--- src/rtl/result_drain_pkg.sv ---
// Shared constants, state encoding and mask helper for the result drain chain.
package result_drain_pkg;

  // Counter width for pend and WordCnt (DEPTH is limited to 1..255).
  localparam int unsigned CNT_W = 8;

  // Upper bounds for the mask helper; every instance must fit inside them.
  localparam int unsigned MAX_CH = 32;
  localparam int unsigned MAX_W  = 1024;

  typedef logic [1:0] state_t;
  localparam state_t IDLE  = 2'd0;
  localparam state_t SHIFT = 2'd1;
  localparam state_t LAST  = 2'd2;

  // Expands a per-channel enable into a per-bit mask; callers truncate to W.
  function automatic logic [MAX_W-1:0] expand_mask(input logic [MAX_CH-1:0] ch_en,
                                                   input int unsigned ch_bits,
                                                   input int unsigned ch_n);
    logic [MAX_W-1:0] m;
    m = '0;
    for (int unsigned i = 0; i < MAX_W; i++) begin
      if (i < ch_n * ch_bits) m[10'(i)] = ch_en[5'(i / ch_bits)];
    end
    return m;
  endfunction

endpackage

--- src/rtl/result_drain_ctrl.sv ---
// Drain sequencer: FSM, word counters and the handshake signals of one stage.
module result_drain_ctrl
  import result_drain_pkg::*;
#(
  parameter int unsigned DEPTH = 4
) (
  input  logic             Clk,
  input  logic             rst,
  input  logic             Start,
  input  logic             InValid,
  input  logic             OutReady,
  output logic             InReady,
  output logic             OutValid,
  output logic             Busy,
  output logic [CNT_W-1:0] WordCnt,
  output logic             Done,
  output logic             load_local,
  output logic             load_in
);

  state_t           state_q;
  logic [CNT_W-1:0] pend_q;
  logic [CNT_W-1:0] word_cnt_q;
  logic             out_valid_q;
  logic             done_q;
  logic             out_xfer;
  logic             in_xfer;

  // Handshake decode; upstream is only accepted while forwarding.
  always_comb begin
    out_xfer   = out_valid_q & OutReady;
    InReady    = (state_q == SHIFT) & (~out_valid_q | OutReady);
    in_xfer    = InValid & InReady;
    // A Start coinciding with the Done pulse is dropped.
    load_local = (state_q == IDLE) & Start & ~done_q;
    load_in    = in_xfer;
  end

  // State, pending-word count, delivered-word count and Done pulse.
  always_ff @(posedge Clk or negedge rst) begin
    if (!rst) begin
      state_q     <= IDLE;
      pend_q      <= '0;
      word_cnt_q  <= '0;
      out_valid_q <= 1'b0;
      done_q      <= 1'b0;
    end else begin
      done_q <= 1'b0;
      case (state_q)
        IDLE: begin
          if (load_local) begin
            out_valid_q <= 1'b1;
            pend_q      <= CNT_W'(DEPTH - 1);
            word_cnt_q  <= '0;
            state_q     <= (DEPTH > 1) ? SHIFT : LAST;
          end
        end
        SHIFT: begin
          if (out_xfer) word_cnt_q <= word_cnt_q + CNT_W'(1);
          if (in_xfer) begin
            out_valid_q <= 1'b1;
            pend_q      <= pend_q - CNT_W'(1);
            if (pend_q == CNT_W'(1)) state_q <= LAST;
          end else if (out_xfer) begin
            out_valid_q <= 1'b0;
          end
        end
        LAST: begin
          if (out_xfer) begin
            out_valid_q <= 1'b0;
            done_q      <= 1'b1;
            word_cnt_q  <= word_cnt_q + CNT_W'(1);
            state_q     <= IDLE;
          end
        end
        default: state_q <= IDLE;
      endcase
    end
  end

  assign OutValid = out_valid_q;
  assign Busy     = (state_q != IDLE);
  assign WordCnt  = word_cnt_q;
  assign Done     = done_q;

endmodule

--- src/rtl/result_drain_chain.sv ---
// One drain-chain stage: masked output register fed by local or upstream results.
module result_drain_chain
  import result_drain_pkg::*;
#(
  parameter int unsigned DATA_WIDTH = 8,
  parameter int unsigned PACK       = 4,
  parameter int unsigned CH         = 4,
  parameter int unsigned DEPTH      = 4,
  localparam int unsigned W         = CH * PACK * DATA_WIDTH
) (
  input  logic             Clk,
  input  logic             rst,
  input  logic             Start,
  input  logic [CH-1:0]    ChEn,
  input  logic [W-1:0]     ResultLocal,
  input  logic [W-1:0]     ResultIn,
  input  logic             InValid,
  output logic             InReady,
  output logic [W-1:0]     ResultOut,
  output logic             OutValid,
  input  logic             OutReady,
  output logic             Busy,
  output logic [CNT_W-1:0] WordCnt,
  output logic             Done
);

  logic [CH-1:0] mask_q;
  logic [W-1:0]  data_q;
  logic [W-1:0]  start_mask;
  logic [W-1:0]  hold_mask;
  logic          load_local;
  logic          load_in;

  // Local word uses the incoming ChEn; forwarded words use the mask latched at Start.
  always_comb begin
    start_mask = W'(expand_mask(MAX_CH'(ChEn), PACK * DATA_WIDTH, CH));
    hold_mask  = W'(expand_mask(MAX_CH'(mask_q), PACK * DATA_WIDTH, CH));
  end

  result_drain_ctrl #(
    .DEPTH(DEPTH)
  ) u_ctrl (
    .Clk       (Clk),
    .rst       (rst),
    .Start     (Start),
    .InValid   (InValid),
    .OutReady  (OutReady),
    .InReady   (InReady),
    .OutValid  (OutValid),
    .Busy      (Busy),
    .WordCnt   (WordCnt),
    .Done      (Done),
    .load_local(load_local),
    .load_in   (load_in)
  );

  // Output data register and channel mask.
  always_ff @(posedge Clk or negedge rst) begin
    if (!rst) begin
      data_q <= '0;
      mask_q <= '1;
    end else if (load_local) begin
      data_q <= ResultLocal & start_mask;
      mask_q <= ChEn;
    end else if (load_in) begin
      data_q <= ResultIn & hold_mask;
    end
  end

  assign ResultOut = data_q;

endmodule

--- config.mk ---
export PLATFORM = sky130hd
export DESIGN_NAME = result_drain_chain
export DESIGN_NICKNAME = d
export VERILOG_FILES = /design/src/rtl/result_drain_pkg.sv /design/src/rtl/result_drain_ctrl.sv /design/src/rtl/result_drain_chain.sv
export SDC_FILE = /design/constraint.sdc
export NUM_CORES = 1
export LEC_CHECK = 0
export CAP_MARGIN = 30
export CORE_AREA = 2 2 155 157
export CTS_CLUSTER_DIAMETER = 50
export DETAILED_ROUTE_END_ITERATION = 12
export DIE_AREA = 0 0 157 159
export PLACE_DENSITY = 0.77
export SETUP_SLACK_MARGIN = 0.1
export SYNTH_ARGS = -nofsm -noshare
export SYNTH_HDL_FRONTEND = slang
export SYNTH_SLANG_ARGS = --single-unit
--- constraint.sdc ---
create_clock -name Clk -period 1.9 [get_ports Clk]
set_input_delay 0.57 -clock Clk [delete_from_list [all_inputs] [get_ports Clk]]
set_output_delay 0.57 -clock Clk [all_outputs]
set_load 0.02 [all_outputs]
# --- Word-level counts from Yosys, hierarchy flattened ---
# Cells that the tools add are included.
classes:
  n_reduce_logical: 11
  n_eq_ne: 8
  n_bitwise: 10
  muxes: 19
  add_sub_neg: 2
op_table:
  columns: ["cell", "n"]
  rows:
  - ["bitwise AND 128 bit", 2]
  - ["2-to-1 mux 128 bit", 2]
  - ["2-to-1 mux 8 bit", 4]
  - ["case mux 8 bit (2 select lines)", 2]
  - ["adder 8 x 1 -> 8 bit (second input constant)", 1]
  - ["equality test 8 x 1 -> 1 bit (second input constant)", 1]
  - ["2-to-1 mux 2 bit", 4]
  - ["nonzero test 2 bit", 4]
  - ["subtractor 8 x 1 -> 8 bit (second input constant)", 1]
  - ["!= test 2 bit (second input constant)", 3]
  - ["case mux 2 bit (3 select lines)", 1]
  - ["AND reduction 3 bit", 2]
  - ["bitwise AND 1 bit", 5]
  - ["2-to-1 mux 1 bit", 5]
  - ["!= test 2 x 1 -> 1 bit (second input constant)", 2]
  - ["AND reduction 4 bit", 1]
  - ["case mux 1 bit (3 select lines)", 1]
  - ["nonzero test 3 bit", 1]
  - ["equality test 2 x 1 -> 1 bit (second input constant)", 1]
  - ["equality test 2 bit (second input constant)", 1]
  - ["logical NOT 2 bit", 1]
  - ["NOT 1 bit", 2]
  - ["AND reduction 2 bit", 1]
  - ["OR reduction 2 bit", 1]
  - ["OR 1 bit", 1]
totals:
  in_bits: 265
  word_cells: 57
  out_inout_bits: 140
  reg_bits: 152

# --- Longest topological paths before layout ---
# Gate-level depths: netlist (run 1).
logic_depth:
  word_depth: 6
  ltp_mapped: 9
  depth_no_buf: 6

# --- Cells and area by module ---
# From an unflattened synthesis (run 1), not the netlist that was laid out.
hier_totals:
  hier_cells: 894
  area_unflattened_um2: 8229.1
modules_own_cells:
  columns: ["module", "area_per_inst_um2", "cells_each", "instances"]
  rows:
  - ["result_drain_chain", 6936.7, 752, 1]
  - ["result_drain_ctrl", 1292.5, 142, 1]

# --- Worst setup path before layout (run 1) ---
# Ideal clock, no wire load.
synth_timing:
  kind: "flip-flop to flip-flop"
  start: "register u_ctrl.state_q[0]"
  end: "register u_ctrl.word_cnt_q[7], in the netlist u_ctrl.WordCnt[7]"
  path_buffers: 1
  path_stages_with_launch: 8
  slack_ps: 48
  synth_period_minus_slack_ps: 1852
  t_arrival_ps: 1775
  path_cell_list: "dfrtp_1 inv_1 ha_1 buf_2 a21bo_2 nand3_1 or4_1 a21oi_1"
synth_via:
  elab_chain_len: 5
synth_lines:
  columns: ["element", "line", "rtl"]
  rows:
  - ["from (decl)", "result_drain_ctrl.sv:21", "state_t state_q;"]
  - ["from (signal assigned)", "result_drain_ctrl.sv:55", "state_q <= (DEPTH > 1) ? SHIFT : LAST;"]
  - ["logical NOT 2 bit", "result_drain_ctrl.sv:35, result_drain_ctrl.sv:49", null]
  - ["bitwise AND 1 bit (2 in series)", "result_drain_ctrl.sv:35", "load_local = (state_q == IDLE) & Start & ~done_q;"]
  - ["!= test 2 bit (no line)", null, null]
  - ["AND reduction 3 bit (no line)", null, null]
  - ["to (signal assigned)", "result_drain_ctrl.sv:59", "if (out_xfer) word_cnt_q <= word_cnt_q + CNT_W'(1);"]
  - ["to (signal assigned)", "result_drain_ctrl.sv:72", "word_cnt_q <= word_cnt_q + CNT_W'(1);"]
  - ["to (decl)", "result_drain_ctrl.sv:23", "logic [CNT_W-1:0] word_cnt_q;"]
# Parallel ways exist; a longest one is shown, timed or not.
# A chain may end at the register's enable or synchronous reset.

# --- Worst setup path in the final report (run 1) ---
layout_timing:
  start: "register u_ctrl.state_q[0]"
  end: "register u_ctrl.pend_q[7]"
layout_via:
  elab_chain_len: 5
layout_lines:
  columns: ["element", "line", "rtl"]
  rows:
  - ["equality test 2 x 1 -> 1 bit or logical NOT 2 bit (tied branches)", "result_drain_ctrl.sv:32, result_drain_ctrl.sv:49, result_drain_ctrl.sv:35", null]
  - ["bitwise AND 1 bit (on tied branches)", "result_drain_ctrl.sv:32, result_drain_ctrl.sv:35", null]
  - ["bitwise AND 1 bit (on tied branches)", "result_drain_ctrl.sv:33, result_drain_ctrl.sv:35", null]
  - ["!= test 2 bit (no line)", null, null]
  - ["AND reduction 3 bit (no line)", null, null]
  - ["to (signal assigned)", "result_drain_ctrl.sv:53", "pend_q <= CNT_W'(DEPTH - 1);"]
  - ["to (signal assigned)", "result_drain_ctrl.sv:62", "pend_q <= pend_q - CNT_W'(1);"]
  - ["to (decl)", "result_drain_ctrl.sv:22", "logic [CNT_W-1:0] pend_q;"]
# Parallel ways exist; a longest one is shown, timed or not.

==> flow_summary_export.csv, run 1 <==
group,metric,value,unit
synth,synth_area,0.007151,mm^2
synth,synth_edf_count,0,
placement,place_hpwl,19.58,mm
detailed_routing,wl_per_cell,19.34,um
layout,area_growth_syn_to_layout,90.64,%
synth,synthArstFlopShare,100.0,%
synth,ys.flop_type,"dfrtp_1",
hold_path,holdCritPathClass,"input port to async pin",
synth,yosysUniqueCellTypes,51,
clocking,cts_sinks,152,
global_routing,grt_use_met1,24.51,%
detailed_routing,routed-via-count,8033,
floorplanning,start_util,30.83,%
setup_path,cp_data_arrival_time,2.29,ns
sta,finalSetupViolations,13,
detailed_routing,first_pass_iters,5,
global_routing,grt_pass1_wl,42.64,mm
synth,yosysWarnings,0,
layout,final_common_cell,"clkdlybuf4s50_1",
sta,min_period,1.957,ns
sta,period_share,103.0,%
global_routing,grt_use_total,21.70,%
clocking,root_buffer,"clkbuf_16",
global_routing,grt.busiest_layer,"met2",
sta,fmax,0.5110,GHz
placement,place.gp.congestion,0.8398,
clocking,insertion_delay,0.42,ns
sta,hold_violations,0,
sta,rsz0062_at_grt,"yes",
clocking,path_clk_slew,0.07,ns
synth,ys_seq_area_share,53.26,%
floorplanning,die_y,159,um
pwr,max-vdd-ir-drop,0.0007781,V
sta,final_max_slew_viol_count,0,
setup_path,cp_max_fo,9,
global_routing,grt_start_max_net_pins,89,
setup_path,crit_required,2.23,ns
setup_path,endpoint_kind,"flop",
floorplanning,core_area,0.02319,mm^2
pwr,p_leak,0.005650,uW
setup_path,startpoint_type,"flop",
sta,setup-tns-final,-0.1729,ns
setup_path,crit_path_top_delay_cell,"a2111o_1",
layout,drive_gt1_share,20.39,%
clocking,cts_tree,"built",
status,violations,"setup timing",
detailed_routing,totalWireLength,29.23,mm
synth,syn_inst,731,
global_routing,overflow,0,
sta,worst_pin_slew,0.6979,ns
global_routing,grt_antenna_before_repair,0,
global_routing,grt_pass1_vias,7844,
pwr,power_density,1805,mW/mm^2
floorplanning,rows,56,
setup_path,crit_path_frequent_cell,"buf_6",
clocking,cts-htree-levels,4,
status,outcome,"finished with violations",
run,cap_violations,0,
layout,n_antenna_cell,0,
sta,clock_skew,0.01461,ns
floorplanning,io_pins,405,
setup_path,cp_cell_sequence,"buf_6, inv_4, ha_4, buf_6, a2111o_1, or4_1, a21oi_1",
clocking,clock_path_buffers,2,
clocking,hold_buffers,0,
setup_path,setup.worst_path.class,"flop to flop",
sta,slew-limit-headroom,53.47,%
floorplanning,dieArea,0.02496,mm^2
global_routing,met2_usage,39.15,%
global_routing,grtUsageMet3,6.206,%
setup_path,max_stage_delay,0.44,ns
synth,avgSynthCellArea,9.782,um^2
detailed_routing,ant_nets,0,
layout,final_cell_mix,"clkdlybuf4s50_1, dfrtp_1, dlygate4sd2_1, a32oi_1, a21oi_1",
placement,port_buffers,404,
clocking,cts_made_buffers,17,
sta,holdWs,0.09878,ns
detailed_routing,drt_iter0_drc,605,
detailed_routing,routed_via_density,5.316,
floorplanning,die_x,157,um
layout,final_util,58.78,%
layout,fin_nets,1451,
synth,syn_nets,1003,
sta,fin_ws,-0.05681,ns
synth,ys_seq_elements,152,
detailed_routing,route.detailed.drc,0,
-- power breakdown --
group,switching (uW),leakage (uW),total (uW),internal [uW]
Sequential,1380,0.00183,6330,4940
Clock,1430,0.000295,3660,2230
Combinational,7780,0.00353,14600,6840
Total,10600,0.00565,24600,14000
-- synth_stat cells, types with 2 or more instances --
| master | number | area, um^2 |
|---|---|---|
| a211oi_1 | 3 | 22.52 |
| nand2b_1 | 2 | 12.51 |
| or3_1 | 2 | 12.51 |
| a32oi_1 | 128 | 1121 |
| inv_1 | 7 | 26.28 |
| clkbuf_1 | 61 | 229.0 |
| a31oi_1 | 3 | 18.77 |
| or4_1 | 3 | 22.52 |
| buf_2 | 11 | 55.05 |
| a21o_1 | 6 | 45.04 |
| a21oi_1 | 140 | 700.7 |
| mux2i_1 | 2 | 20.02 |
| nor2_1 | 136 | 510.5 |
| a21bo_2 | 2 | 20.02 |
| o31ai_1 | 3 | 22.52 |
| and2_1 | 5 | 31.28 |
| nand3_1 | 4 | 20.02 |
| o21ai_0 | 8 | 40.04 |
| ha_1 | 7 | 87.58 |
| nand2_1 | 7 | 26.28 |
| dfstp_2 | 4 | 105.1 |
| dfrtp_1 | 148 | 3704 |
| mux2_2 | 2 | 22.52 |
| nand4_1 | 3 | 18.77 |
| buf_1 | 5 | 18.77 |
| a22o_1 | 4 | 35.03 |
-- path summary, 6_finish.rpt --
kind	start	end	slack (ns)	depth (start not counted)
setup / recovery	u_ctrl.state_q[0]	u_ctrl.pend_q[7]	-0.06	7
hold / removal	rst	ResultOut[56]	0.1	1
hold reg to reg	ResultOut[3]	ResultOut[3]	0.52	2
min in group Clk	ResultOut[3]	ResultOut[3]	0.52	2
setup reg to reg	u_ctrl.state_q[0]	u_ctrl.pend_q[7]	-0.06	7
max in group asynchronous	rst	u_ctrl.state_q[1]	1.18	2
-- logic make-up after synthesis --
group	after synthesis	share of synthesized area, %
DFF	152	53.26
buffers and inverters	85	4.707
and+or+nand+nor	175	10.62
adders and majority gates	7	1.225
AOI/OAI and AO/OA	308	29.59
muxes	4	0.5949
-- registers in the layout, indices dropped and copies added (netlist names) --
signal,count
mask_q,4
u_ctrl.OutValid,1
u_ctrl.Done,1
u_ctrl.state_q,2
ResultOut,128
u_ctrl.WordCnt,8
u_ctrl.pend_q,8
-- per-layer routing --
| metal | vias up | wire length, um | share of wire, % |
|---|---|---|---|
| met4 | 0 | 713 | 2.4 |
| met1 | 3945 | 10960 | 37 |
| met5 | - | 0 | 0 |
| met2 | 347 | 15310 | 52 |
| li1 | 3693 | - | - |
| met3 | 48 | 2246 | 7.7 |
-- critical path, delay by kind of cell (launching register included) --
kind,cells,cell delay (ns)
simple gates,1,0.43
buf+inv,3,0.30
compound gates,2,0.59
fa+ha+maj,1,0.16
flops,1,0.40
-- what timing repair did --
action | in CTS | in global routing
setup endpoints to repair | 274 | 151
cloned | 9 | 9
pin swaps | 6 | 7
setup buffers | 13 | 4
resized for setup | 197 | 115
-- cell type report --
class,instances,area (um^2)
clock buffers,20,436.7
clock inverters,12,191.4
fillers,1927,9560
inverters,7,28.78
multi-input cells,494,3446
flip-flops and latches,152,3810
well taps,319,399.1
repair buffers,507,5320
-- stage by stage --
step	instances	cell area (um^2)	power, uW	setup slack [ns]
after floorplan	731	7164	12560	0.07735
after global placement	1445	12020	18380	-0.5308
after detailed placement	1445	12020	18650	-0.5801
after CTS	1499	13030	22960	-0.08604
after global routing	1511	13630	26060	-0.1270
final	1511	13630	24610	-0.05681
No activity file was read; power rests on OpenSTA's default activity.
==> run 2: changes to the inputs <==
SLEW_MARGIN = 30   (was not set)
==> results of run 2 <==
Same layout as run 1: the final DEF is identical, and so are final timing and power.
